==> src/rtl/mul_32bit_seq_pkg.sv <==
// Shared ALU package: multiplier FSM state encoding and iteration limit.
package mul_32bit_seq_pkg;

    typedef enum logic [1:0] {
        IDLE = 2'd0,
        RUN  = 2'd1,
        FIN  = 2'd2
    } mul_state_e;

    localparam logic [4:0] MUL_ITER_LAST = 5'd31;

endpackage

==> src/rtl/mul_32bit_seq_add.sv <==
// add_32bit: 32-bit adder with carry in/out, the single adder of the ALU
// multiplier.
module add_32bit (
    input  logic [31:0] X,
    input  logic [31:0] Y,
    input  logic        C_IN,
    output logic [31:0] Z,
    output logic        C_OUT
);

    assign {C_OUT, Z} = {1'b0, X} + {1'b0, Y} + {32'b0, C_IN};

endmodule

==> src/rtl/mul_32bit_seq.sv <==
// Sequential unsigned 32x32->64 shift-and-add multiplier on one add_32bit.
// Define MUL_ZERO_SKIP_EN to finish zero-operand multiplies in one cycle.
module mul_32bit_seq
    import mul_32bit_seq_pkg::*;
(
    input  logic        CLK,
    input  logic        RST,
    input  logic        START,
    input  logic [31:0] X,
    input  logic [31:0] Y,
    output logic        BUSY,
    output logic        DONE,
    output logic [63:0] P
);

    mul_state_e  state_q, state_d;
    logic [31:0] a_q, a_d;
    logic [31:0] h_q, h_d;
    logic [31:0] q_q, q_d;
    logic [4:0]  cnt_q, cnt_d;

    logic [31:0] add_s;
    logic        add_c;
    logic        accept;
    logic        zero_op;

    add_32bit u_add (
        .X     (h_q),
        .Y     (a_q),
        .C_IN  (1'b0),
        .Z     (add_s),
        .C_OUT (add_c)
    );

    assign accept = START && (state_q != RUN);

`ifdef MUL_ZERO_SKIP_EN
    assign zero_op = (X == 32'd0) || (Y == 32'd0);
`else
    assign zero_op = 1'b0;
`endif

    always_ff @(posedge CLK) begin
        if (RST) begin
            state_q <= IDLE;
            a_q     <= '0;
            h_q     <= '0;
            q_q     <= '0;
            cnt_q   <= '0;
        end else begin
            state_q <= state_d;
            a_q     <= a_d;
            h_q     <= h_d;
            q_q     <= q_d;
            cnt_q   <= cnt_d;
        end
    end

    always_comb begin
        state_d = state_q;
        unique case (state_q)
            IDLE, FIN: begin
                if (accept)
                    state_d = zero_op ? FIN : RUN;
                else
                    state_d = IDLE;
            end
            RUN: begin
                if (cnt_q == MUL_ITER_LAST)
                    state_d = FIN;
            end
            default: state_d = IDLE;
        endcase
    end

    // Adder carry becomes bit 31 of the shifted accumulator.
    always_comb begin
        a_d   = a_q;
        h_d   = h_q;
        q_d   = q_q;
        cnt_d = cnt_q;
        if (accept) begin
            a_d   = X;
            h_d   = '0;
            q_d   = zero_op ? 32'd0 : Y;
            cnt_d = '0;
        end else if (state_q == RUN) begin
            if (q_q[0]) begin
                h_d = {add_c, add_s[31:1]};
                q_d = {add_s[0], q_q[31:1]};
            end else begin
                h_d = {1'b0, h_q[31:1]};
                q_d = {h_q[0], q_q[31:1]};
            end
            cnt_d = cnt_q + 5'd1;
        end
    end

    always_comb begin
        BUSY = (state_q == RUN);
        DONE = (state_q == FIN);
        P    = {h_q, q_q};
    end

endmodule
==> config.mk <==
export PLATFORM = sky130hd
export DESIGN_NAME = mul_32bit_seq
export DESIGN_NICKNAME = d
export VERILOG_FILES = /design/src/rtl/mul_32bit_seq_pkg.sv /design/src/rtl/mul_32bit_seq_add.sv /design/src/rtl/mul_32bit_seq.sv
export SDC_FILE = /design/constraint.sdc
export NUM_CORES = 1
export LEC_CHECK = 0
export CAP_MARGIN = 20
export CORE_ASPECT_RATIO = 0.9
export CORE_UTILIZATION = 50
export DETAILED_ROUTE_END_ITERATION = 10
export PLACE_DENSITY = 0.79
export SLEW_MARGIN = 10
export SYNTH_ARGS = -nofsm -noshare
export SYNTH_HDL_FRONTEND = slang
export SYNTH_HIERARCHICAL = 1
export SYNTH_SLANG_ARGS = --single-unit
==> constraint.sdc <==
create_clock -name CLK -period 5.9 [get_ports CLK]
set_input_delay 1.77 -clock CLK [delete_from_list [all_inputs] [get_ports CLK]]
set_output_delay 1.77 -clock CLK [all_outputs]
set_load 0.005 [all_outputs]
==> impl_metrics.env <==
export IMPL_status="finished clean"
export IMPL_syn2layout_area_growth_pct=25.1
export IMPL_post_cts_buffers=0
export IMPL_cp_end_kind="primary output"
export IMPL_crit_slowest_cell="dfxtp_2"
export IMPL_power_density_nw_per_um2=230
export IMPL_drive_above_1_share=0.0738
export IMPL_hold_path_class="flip-flop to flip-flop"
export IMPL_gp_congestion=0.955
export IMPL_cp_data_arrival_time_ns=1.88
export IMPL_holdPathStages=2
export IMPL_drtPass1Iterations=6
export IMPL_slew_violations=0
export IMPL_vias_per_cell=5.86
export IMPL_grt_overflow=0
export IMPL_setup_viol=0
export IMPL_synthFlopType="dfxtp_1"
export IMPL_ys_types=61
export IMPL_reg2reg_to="h_q[27]"
export IMPL_synth_common_cells="dfxtp_1 (103), nor2_1 (85), a21oi_1 (70)"
export IMPL_antenna_cells=0
export IMPL_synth_area_per_cell_um2=8.69
export IMPL_dp_cells=970
export IMPL_timing_final_crit_share=0.619
export IMPL_yosys_area_top_type="dfxtp_1"
export IMPL_stdcell_count=987
export IMPL_hp_start="cnt_q[4]"
export IMPL_synth_top_area_frac=0.327
export IMPL_r2r_start="h_q[0]"
export IMPL_ioPinCount=133
export IMPL_routed_wl_um=16600
export IMPL_ys_ff_latch=103
export IMPL_path_class="flip-flop to primary output"
export IMPL_clk_pin_slew_ns=0.07
export IMPL_cts_resized=0
export IMPL_r2r_setup_slack_ns=2.49
export IMPL_hold_viol=0
export IMPL_grt_pass1_vias=5608
export IMPL_grt_max_degree=105
export IMPL_grt_pass1_wl_um=27400
export IMPL_async_reset_ff_frac=0
export IMPL_drt_iter0_markers=431
export IMPL_wl_per_cell_um=16.9
export IMPL_synth_edff_count=0
export IMPL_finalCriticalPeriod_ns=3.65
export IMPL_fillers=1077
export IMPL_slew_headroom=0.317
export IMPL_r2r_cells=11
export IMPL_syn_nets=827
export IMPL_regArea_um2=2060
export IMPL_dieArea_um2=13100
export IMPL_drtAntennaViolNets=0
export IMPL_ctsHoldBuffers=0
export IMPL_die_h_um=109
export IMPL_synth_most_common_cell="dfxtp_1"
export IMPL_via_count=5786
export IMPL_cts_root_buffer="clkbuf_16"
export IMPL_insertion_delay_ns=0.36
export IMPL_ir_drop_v=0.000171
export IMPL_antenna_found_initial=0
export IMPL_top_layer="met4"
export IMPL_clock_sinks=103
export IMPL_yosysWarnings=6
export IMPL_cts_made_buffers=9
export IMPL_wl_met1_um=7550
export IMPL_slowest_delay_ns=0.74
export IMPL_required_ns=4.13
export IMPL_ys_top_cells_by_area="dfxtp_1 (33%), mux2i_1 (10%), ha_1 (6.6%)"
export IMPL_core_area_um2=12200
export IMPL_multi_input_area_um2=3910
export IMPL_grt_use_total=0.265
export IMPL_drc_errors=0
export IMPL_leakage_uw=0.00313
export IMPL_start_util=0.518
export IMPL_rows=38
export IMPL_syn_area_um2=6300
export IMPL_synthCells=725
export IMPL_cts_buffer_depth=2
export IMPL_whs_endpoint="cnt_q[4]"
export IMPL_cts_tree="built"
export IMPL_portBuffers=132
export IMPL_wl_met2_um=7860
export IMPL_dieWidth_um=120
export IMPL_critPathMaxFanout=19
export IMPL_setup_tns_ns=0
export IMPL_startpoint_type="flip-flop"
export IMPL_synth_seq_area_share=0.327
export IMPL_crit_start="q_q[0]"
export IMPL_rsz0062_at_grt="no"
export IMPL_skew_ns=0.0108
export IMPL_clock_fmax_mhz=274
export IMPL_route_met3_wl_um=1020
export IMPL_dpl_hpwl_um=11700
export IMPL_worst_pin_slew_ns=1.02
export IMPL_drv_cap=0
export IMPL_layout_nets=924
export IMPL_path_cells="buf_16, clkdlybuf4s50_1"
export IMPL_ctsHtreeMaxLevel=3
## cell type report
cell class                      count  area share
Timing Repair Buffer              138       0.175
Clock buffer                       10      0.0291
Clock inverter                      6     0.00873
Sequential cell                   103       0.262
Multi-Input combinational cell    561       0.496
Tap cell                          160      0.0254
Inverter                            9     0.00429
## logic make-up after synthesis
family / count (synthesis) / synth area share
xor gates and xnor gates: 27 / 0.0375
other: 1 / 0.000595
muxes: 64 / 0.102
DFF: 103 / 0.327
and+or+nand+nor: 194 / 0.143
AOI/OAI and AO/OA: 240 / 0.264
adders and majority gates: 35 / 0.0719
buffers and inverters: 61 / 0.0536
## metrics by stage
step / util / hold WS [ns] / setup slack [ns] / cell area, µm² / power (µW)
2_1_floorplan: - / 0.440 / 3.03 / 6300 / 1060
3_3_place_gp: 0.621 / 0.447 / 2.21 / 7550 / 1200
3_5_place_dp: 0.621 / 0.455 / 2.14 / 7550 / 1210
4_1_cts: 0.645 / 0.467 / 1.97 / 7850 / 1820
5_1_grt: 0.647 / 0.504 / 2.18 / 7880 / 1900
6_report: 0.647 / 0.464 / 2.25 / 7880 / 1810
## cell usage in the layout, fill, tap and decap left out, drive strengths merged, types with 11 or more instances in the layout
master / instances
nand3: 39
nand2: 30
a21o: 14
xor2: 16
o21ai: 54
dfxtp: 103
clkdlybuf4s50: 130
a21oi: 70
a211oi: 70
xnor2: 11
nor2: 85
mux2i: 64
ha: 33
## flip-flops by register name, summed over array words and instances (netlist names)
signal,count
q_q,32
cnt_q,5
a_q,32
state_q,2
h_q,32
## where the power goes
part | internal [µW] | switching [µW]
logic | 204 | 205
clock network | 332 | 279
registers | 744 | 47.6
total | 1280 | 531
## routing by layer
layer,GRT usage,vias up
met3,0.0781,23
li1,-,2871
met4,0.0776,0
met5,0,-
met2,0.445,160
met1,0.330,2732
## critical path: cells and delay by family (launching register included)
kind | cells | cell delay, ns
buf+inv | 2 | 0.78
flops | 1 | 0.74
## worst max path at each step
stage / endpoint / slack (ns) / cells after the start
detailed placement: h_q[2] / 2.14 / 4
finish: P[0] / 2.25 / 2
CTS: P[0] / 1.97 / 1
global placement: h_q[0] / 2.21 / 4
global route: P[0] / 2.18 / 2
floorplan: h_q[27] / 3.03 / 11
Note: power is estimated with default switching activity, not from simulation.
